--- config.mk ---
export PLATFORM = sky130hd
export DESIGN_NAME = dmem_arbiter_flat
export DESIGN_NICKNAME = d
export VERILOG_FILES = /design/src/rtl/dmem_arbiter_pkg.sv /design/src/rtl/dmem_arbiter_if.sv /design/src/rtl/dmem_arbiter_rr_picker.sv /design/src/rtl/dmem_arbiter.sv /design/src/flat_wrapper.sv
export SDC_FILE = /design/constraint.sdc
export NUM_CORES = 1
export LEC_CHECK = 0
export ABC_AREA = 0
export CORE_UTILIZATION = 41
export CTS_BUF_LIST = sky130_fd_sc_hd__clkbuf_4 sky130_fd_sc_hd__clkbuf_8
export CTS_CLUSTER_DIAMETER = 40
export DETAILED_ROUTE_END_ITERATION = 6
export PLACE_DENSITY = 0.88
export REMOVE_ABC_BUFFERS = 1
export SYNTH_ARGS = -nofsm -noshare
export SYNTH_HDL_FRONTEND = slang
export SYNTH_SLANG_ARGS = --single-unit
--- constraint.sdc ---
create_clock -name clk -period 2.19 [get_ports clk]
set_input_delay 0.657 -clock clk [delete_from_list [all_inputs] [get_ports clk]]
set_output_delay 0.657 -clock clk [all_outputs]
set_load 0.01 [all_outputs]
--- src/rtl/dmem_arbiter_pkg.sv ---
// Shared constants for the data-memory arbiter: FSM encoding, wait-counter
// width and an index-width helper.
package dmem_arb_pkg;

  localparam logic [1:0] ST_IDLE   = 2'd0;
  localparam logic [1:0] ST_ACCESS = 2'd1;
  localparam logic [1:0] ST_WAIT   = 2'd2;
  localparam logic [1:0] ST_DONE   = 2'd3;

  // Wide enough for read latencies of 1..7 cycles.
  localparam int unsigned LAT_CNT_W = 3;

  function automatic int unsigned idx_width(input int unsigned n);
    return (n > 1) ? $clog2(n) : 1;
  endfunction

endpackage

--- src/rtl/dmem_arbiter_if.sv ---
// Requester and data-memory bus of the arbiter; 'master' is the arbiter side,
// 'slave' is the side of the requesters and the memory.
interface dmem_arbiter_if #(
  parameter int unsigned N_CORES = 4,
  parameter int unsigned ADDR_W  = 12,
  parameter int unsigned DATA_W  = 12
);
  logic [N_CORES-1:0]        req;
  logic [N_CORES-1:0]        we;
  logic [N_CORES*ADDR_W-1:0] addr;
  logic [N_CORES*DATA_W-1:0] wdata;
  logic [N_CORES-1:0]        ack;
  logic [DATA_W-1:0]         rdata;
  logic                      busy;
  logic                      mem_en;
  logic                      mem_we;
  logic [ADDR_W-1:0]         mem_addr;
  logic [DATA_W-1:0]         mem_wdata;
  logic [DATA_W-1:0]         mem_rdata;

  modport master (
    input  req, we, addr, wdata, mem_rdata,
    output ack, rdata, busy, mem_en, mem_we, mem_addr, mem_wdata
  );

  modport slave (
    output req, we, addr, wdata, mem_rdata,
    input  ack, rdata, busy, mem_en, mem_we, mem_addr, mem_wdata
  );
endinterface

--- src/rtl/dmem_arbiter_rr_picker.sv ---
// Combinational round-robin selector: first requesting index at or above ptr,
// wrapping from the highest index back to zero.
module rr_picker
  import dmem_arb_pkg::*;
#(
  parameter int unsigned N_CORES = 4,
  parameter int unsigned IDX_W   = idx_width(N_CORES)
) (
  input  logic [N_CORES-1:0] req,
  input  logic [IDX_W-1:0]   ptr,
  output logic               valid,
  output logic [IDX_W-1:0]   index
);

  logic        found;
  int unsigned cand;

  always_comb begin
    found = 1'b0;
    cand  = 0;
    index = '0;
    for (int unsigned k = 0; k < N_CORES; k++) begin
      cand = int'(ptr) + k;
      if (cand >= N_CORES) cand = cand - N_CORES;
      if (!found && req[IDX_W'(cand)]) begin
        found = 1'b1;
        index = IDX_W'(cand);
      end
    end
    valid = found;
  end

endmodule

--- src/rtl/dmem_arbiter.sv ---
// Round-robin arbiter giving N_CORES requesters one-at-a-time access to a
// single data memory with a fixed read latency; all outputs are registered.
module dmem_arbiter
  import dmem_arb_pkg::*;
#(
  parameter int unsigned N_CORES = 4,
  parameter int unsigned ADDR_W  = 12,
  parameter int unsigned DATA_W  = 12,
  parameter int unsigned RD_LAT  = 1
) (
  input  logic            clk,
  input  logic            rstn,
  dmem_arbiter_if.master  bus
);

  localparam int unsigned IDX_W = idx_width(N_CORES);

  logic [1:0]           state_q, state_d;
  logic [IDX_W-1:0]     ptr_q, ptr_d;
  logic [IDX_W-1:0]     winner_q, winner_d;
  logic                 we_q, we_d;
  logic [LAT_CNT_W-1:0] cnt_q, cnt_d;
  logic [N_CORES-1:0]   ack_q, ack_d;
  logic [DATA_W-1:0]    rdata_q, rdata_d;
  logic                 busy_q, busy_d;
  logic                 mem_en_q, mem_en_d;
  logic                 mem_we_q, mem_we_d;
  logic [ADDR_W-1:0]    mem_addr_q, mem_addr_d;
  logic [DATA_W-1:0]    mem_wdata_q, mem_wdata_d;

  logic                 pick_valid;
  logic [IDX_W-1:0]     pick_idx;
  logic                 sel_we;
  logic [ADDR_W-1:0]    sel_addr;
  logic [DATA_W-1:0]    sel_wdata;

  rr_picker #(
    .N_CORES (N_CORES),
    .IDX_W   (IDX_W)
  ) u_picker (
    .req   (bus.req),
    .ptr   (ptr_q),
    .valid (pick_valid),
    .index (pick_idx)
  );

  always_comb begin
    sel_we    = 1'b0;
    sel_addr  = '0;
    sel_wdata = '0;
    for (int unsigned i = 0; i < N_CORES; i++) begin
      if (pick_idx == IDX_W'(i)) begin
        sel_we    = bus.we[i];
        sel_addr  = bus.addr[i*ADDR_W +: ADDR_W];
        sel_wdata = bus.wdata[i*DATA_W +: DATA_W];
      end
    end
  end

  // Outputs are computed for the state being entered so that registering them
  // lines up with the state register (mem_en in ACCESS, ack in DONE).
  always_comb begin
    state_d     = state_q;
    ptr_d       = ptr_q;
    winner_d    = winner_q;
    we_d        = we_q;
    cnt_d       = cnt_q;
    ack_d       = '0;
    rdata_d     = rdata_q;
    mem_en_d    = 1'b0;
    mem_we_d    = 1'b0;
    mem_addr_d  = mem_addr_q;
    mem_wdata_d = mem_wdata_q;
    case (state_q)
      ST_IDLE: begin
        if (pick_valid) begin
          state_d     = ST_ACCESS;
          winner_d    = pick_idx;
          we_d        = sel_we;
          mem_en_d    = 1'b1;
          mem_we_d    = sel_we;
          mem_addr_d  = sel_addr;
          mem_wdata_d = sel_wdata;
        end
      end
      ST_ACCESS: begin
        if (we_q) begin
          state_d         = ST_DONE;
          ack_d[winner_q] = 1'b1;
        end else begin
          state_d = ST_WAIT;
          cnt_d   = LAT_CNT_W'(RD_LAT - 1);
        end
      end
      ST_WAIT: begin
        if (cnt_q == '0) begin
          state_d         = ST_DONE;
          rdata_d         = bus.mem_rdata;
          ack_d[winner_q] = 1'b1;
        end else begin
          cnt_d = cnt_q - LAT_CNT_W'(1);
        end
      end
      ST_DONE: begin
        state_d = ST_IDLE;
        ptr_d   = (winner_q == IDX_W'(N_CORES - 1)) ? '0 : winner_q + IDX_W'(1);
      end
      default: state_d = ST_IDLE;
    endcase
    busy_d = (state_d != ST_IDLE);
  end

  always_ff @(posedge clk or negedge rstn) begin
    if (!rstn) begin
      state_q     <= ST_IDLE;
      ptr_q       <= '0;
      winner_q    <= '0;
      we_q        <= 1'b0;
      cnt_q       <= '0;
      ack_q       <= '0;
      rdata_q     <= '0;
      busy_q      <= 1'b0;
      mem_en_q    <= 1'b0;
      mem_we_q    <= 1'b0;
      mem_addr_q  <= '0;
      mem_wdata_q <= '0;
    end else begin
      state_q     <= state_d;
      ptr_q       <= ptr_d;
      winner_q    <= winner_d;
      we_q        <= we_d;
      cnt_q       <= cnt_d;
      ack_q       <= ack_d;
      rdata_q     <= rdata_d;
      busy_q      <= busy_d;
      mem_en_q    <= mem_en_d;
      mem_we_q    <= mem_we_d;
      mem_addr_q  <= mem_addr_d;
      mem_wdata_q <= mem_wdata_d;
    end
  end

  assign bus.ack       = ack_q;
  assign bus.rdata     = rdata_q;
  assign bus.busy      = busy_q;
  assign bus.mem_en    = mem_en_q;
  assign bus.mem_we    = mem_we_q;
  assign bus.mem_addr  = mem_addr_q;
  assign bus.mem_wdata = mem_wdata_q;

endmodule

--- src/flat_wrapper.sv ---
// flat-port wrapper written by rule: the top's interface ports become plain ports
module dmem_arbiter_flat import dmem_arb_pkg::*;
#(
  parameter int unsigned N_CORES = 4,
  parameter int unsigned ADDR_W  = 12,
  parameter int unsigned DATA_W  = 12,
  parameter int unsigned RD_LAT  = 1
)
  (clk, rstn, bus_req, bus_we, bus_addr, bus_wdata, bus_mem_rdata, bus_ack, bus_rdata, bus_busy, bus_mem_en, bus_mem_we, bus_mem_addr, bus_mem_wdata);
  dmem_arbiter_if #(.N_CORES(N_CORES), .ADDR_W(ADDR_W), .DATA_W(DATA_W)) bus_i ();
  input  logic clk;
  input  logic rstn;
  input wire logic [$bits(bus_i.req)-1:0] bus_req;
  input wire logic [$bits(bus_i.we)-1:0] bus_we;
  input wire logic [$bits(bus_i.addr)-1:0] bus_addr;
  input wire logic [$bits(bus_i.wdata)-1:0] bus_wdata;
  input wire logic [$bits(bus_i.mem_rdata)-1:0] bus_mem_rdata;
  output wire logic [$bits(bus_i.ack)-1:0] bus_ack;
  output wire logic [$bits(bus_i.rdata)-1:0] bus_rdata;
  output wire logic [$bits(bus_i.busy)-1:0] bus_busy;
  output wire logic [$bits(bus_i.mem_en)-1:0] bus_mem_en;
  output wire logic [$bits(bus_i.mem_we)-1:0] bus_mem_we;
  output wire logic [$bits(bus_i.mem_addr)-1:0] bus_mem_addr;
  output wire logic [$bits(bus_i.mem_wdata)-1:0] bus_mem_wdata;
  assign bus_i.req = bus_req;
  assign bus_i.we = bus_we;
  assign bus_i.addr = bus_addr;
  assign bus_i.wdata = bus_wdata;
  assign bus_i.mem_rdata = bus_mem_rdata;
  assign bus_ack = bus_i.ack;
  assign bus_rdata = bus_i.rdata;
  assign bus_busy = bus_i.busy;
  assign bus_mem_en = bus_i.mem_en;
  assign bus_mem_we = bus_i.mem_we;
  assign bus_mem_addr = bus_i.mem_addr;
  assign bus_mem_wdata = bus_i.mem_wdata;
  dmem_arbiter #(.N_CORES(N_CORES), .ADDR_W(ADDR_W), .DATA_W(DATA_W), .RD_LAT(RD_LAT)) u_core (.clk(clk), .rstn(rstn), .bus(bus_i));
endmodule
==> impl_metrics.csv <==
group,metric,value,unit
layout,area_growth,68.2,%
worst_hold_path,hold_class,"in -> async",
clocking,cts_tree,"yes",
clocking,cts.clk_slew.worst_paths,0.09,ns
setup_path,slowest_stage,"clkdlybuf4s50_1",
logic_synthesis,synthFlopType,"dfrtp_1",
logic_synthesis,synth.avg_cell_area,12.4,um2
power,power.density,1190,nW/um2
floorplan,start_util,0.433,
routing,drt_pass1_iterations,4,
logic_synthesis,synthTopCellsByArea,"dfrtp_1 44%, mux2i_1 17%, o221ai_2 9.5%",
logic_synthesis,yosysMostFrequentCell,"dfrtp_1",
sta,slew_violations,0,
run,cap_violations,0,
place,gp_congestion,0.724,
logic_synthesis,yosysTopAreaCell,"dfrtp_1",
sta,holdWs,0.332,ns
layout,num_antenna_cells,0,
place,post-dp-hpwl,6690,um
setup_path,cp_data_required_time,2.37,ns
logic_synthesis,syn_area,2990,um2
setup_path,slowest_delay,0.47,ns
routing,wl_met3,752,um
global_route,grt-ovfl-total,0,
floorplan,core,6910,um2
setup_path,cp_max_fo,12,
routing,antenna_left,0,
clocking,clock_latency,0.30,ns
clocking,cts.sinks,53,
logic_synthesis,synthCells,241,
logic_synthesis,synth_mux_area_frac,0.224,
sta,timing.fmax,461,MHz
global_route,grt.total_usage,0.220,
global_route,grt_pass1_vias,2702,
place,dp_cells,496,
setup_path,end_kind,"register",
routing,wl_met1,3420,um
setup_path,critPathArrivalTime,2.35,ns
routing,highest-signal-layer,"met4",
setup_path,r2r_slack,0.32,ns
clocking,h-tree-depth,2,
place,port_buffers,160,
routing,drc,0,
setup_path,crit_type,"in -> reg",
logic_synthesis,yosysUniqueCellTypes,31,
global_route,antenna_found_initial,0,
setup_path,cp-start-kind,"primary input",
clocking,numCtsBuffers,5,
floorplan,die-area,7640,um2
sta,hold_viol,0,
logic_synthesis,yosys_warnings,0,
routing,via_per_inst,5.14,
logic_synthesis,async_flop_share,1.00,
logic_synthesis,ys_seq_area_frac,0.444,
clocking,clock-root-buffer,"clkbuf_8",
setup_path,path_cells,"clkdlybuf4s50_1 -> buf_4 -> a211oi_4 -> buf_6 -> clkbuf_16 -> mux2i_1 -> o221ai_2",
power,leakage,2.18,nW
routing,routed_wl,9220,um
setup_path,r2r-start,"u_core.ptr_q[1]",
setup_path,cp_num_buf_inv,4,
routing,wl_met2,4880,um
floorplan,row_count,30,
floorplan,die-height,87.4,um
sta,fin_crit,2.17,ns
layout,final_core_util,0.728,
global_route,grt_pass1_wl,12800,um
routing,drt-initial-drc-count,56,
floorplan,die_x,87.4,um
logic_synthesis,yosys.area_share.adder,0.0419,
layout,instances_no_fill,510,
routing,vias,2619,
floorplan,num_io_pins,161,
logic_synthesis,synth_top_family_by_area,"multiplexers",
clocking,clockBufferDepth,2,
logic_synthesis,yosys.area.top_type_share,0.444,
sta,worstMarginPinSlew,0.554,ns
sta,fin_worst_skew,0.00726,ns
run_status,status,"completed",
sta,slew_headroom,0.631,
sta,timing.final.crit_share,0.990,
logic_synthesis,synth_xor_area_frac,0,
global_route,grt_max_degree,32,
power,ir_worst_vdd,0.691,mV
logic_synthesis,yosys.area_share.simple,0.0799,
logic_synthesis,synth_compound_area_frac,0.141,
logic_synthesis,netlist_top_cells_count,"53 x dfrtp_1, 51 x mux2i_1, 30 x nand2_1",
layout,drive_gt1_frac,0.196,
setup_path,r2r_end,"u_core.bus.mem_addr[7]",
logic_synthesis,synth_edf_count,0,
setup_path,reg2regPathDepth,7,
sta,finalSetupViolCount,0,
routing,wire_per_inst,18.1,um
clocking,cts_hold_buffers,0,
layout,final_nets,542,
logic_synthesis,ys_ff_latch,53,
setup_path,crit_family,"buffers and inverters",
==> registers in the layout, indices dropped and copies added (netlist names) <==
name                  count
u_core.bus.mem_wdata     12
u_core.bus.ack            4
u_core.bus.mem_addr      12
u_core.cnt_q              3
u_core.bus.mem_en         1
u_core.bus.busy           1
u_core.state_q            2
u_core.ptr_q              2
u_core.bus.rdata         12
u_core.winner_q           2
u_core.bus.mem_we         1
u_core.we_q               1
==> what timing repair did <==
action / in CTS / in global routing
gates resized for setup: 1 / 20
cloned: 0 / 6
pin swaps: 1 / 1
setup buffers: 1 / 0
setup endpoints to repair: 21 / 26
==> report_power, final <==
group          internal, mW  leakage [nW]  switching [mW]
Combinational          2.08          1.48            1.66
Clock                 0.264        0.0477           0.299
Sequential             1.45         0.652           0.259
Total                  3.79          2.18            2.22
==> worst register-to-register path, cell delays in order (launching register included) <==
cell	delay, ns
dfrtp_1	0.45
nand2b_1	0.14
a21oi_1	0.10
a211oi_4	0.24
buf_6	0.21
clkbuf_16	0.21
mux2i_1	0.26
o221ai_2	0.13
==> how the worst max path moves through the flow <==
| stage | from | endpoint | slack, ns | cells past startpoint |
|---|---|---|---|---|
| after global placement | bus_req[3] | u_core.bus.mem_addr[10] | -0.32 | 6 |
| after floorplan | bus_req[2] | u_core.we_q | -2.25 | 5 |
| after CTS | bus_req[3] | u_core.bus.mem_addr[9] | 0.005 | 7 |
| after detailed placement | bus_req[3] | u_core.bus.mem_addr[9] | -0.41 | 6 |
| after global routing | bus_req[0] | u_core.bus.mem_addr[11] | -0.05 | 7 |
| final | bus_req[0] | u_core.bus.mem_addr[7] | 0.02 | 7 |
==> area by class of cell <==
| type | instances | area (um2) |
|---|---|---|
| inverters | 8 | 30.0 |
| flip-flops and latches | 53 | 1330 |
| repair buffers | 181 | 1920 |
| well taps | 96 | 120 |
| fillers | 502 | 1880 |
| clock buffers | 7 | 90.1 |
| multi-input cells | 165 | 1540 |
==> cells by family after synthesis <==
kind of cell	count (synthesis)
AO/OA/AOI/OAI	38
multiplexers	65
adder cells (fa/ha/maj)	10
AND/OR/NAND/NOR	52
flip-flops	53
buffers and inverters	23
==> metal layers <==
metal / track usage / vias to the layer above
li1: - / 1227
met1: 0.250 / 1260
met2: 0.402 / 117
met3: 0.0607 / 15
met4: 0.0656 / 0
met5: 0 / -
==> placed cells by master (no fill, tap or decap), types with 5 or more instances in the layout <==
master           count
and3_1               5
o221ai_1             6
clkdlybuf4s50_1    156
mux2i_1             39
buf_12               5
mux2i_2             10
inv_1                7
dfrtp_1             53
mux2_2              14
ha_1                10
clkbuf_16            5
clkbuf_8             6
o221ai_2            19
buf_4                9
nor2_1               5
nand2_1             30
==> per-stage QoR <==
| stage | worst slack [ns] | total power [mW] | instance area, um2 | TNS [ns] |
|---|---|---|---|---|
| after floorplan | -2.25 | 3.55 | 2810 | -59.98 |
| after global routing | -0.0509 | 6.40 | 5030 | -0.567 |
| after detailed placement | -0.412 | 5.15 | 4700 | -9.58 |
| final | 0.0219 | 6.01 | 5030 | 0 |
| after global placement | -0.316 | 4.99 | 4700 | -7.65 |
| after CTS | 0.00476 | 5.74 | 4800 | 0 |
Power figures use the tool's default switching activity.
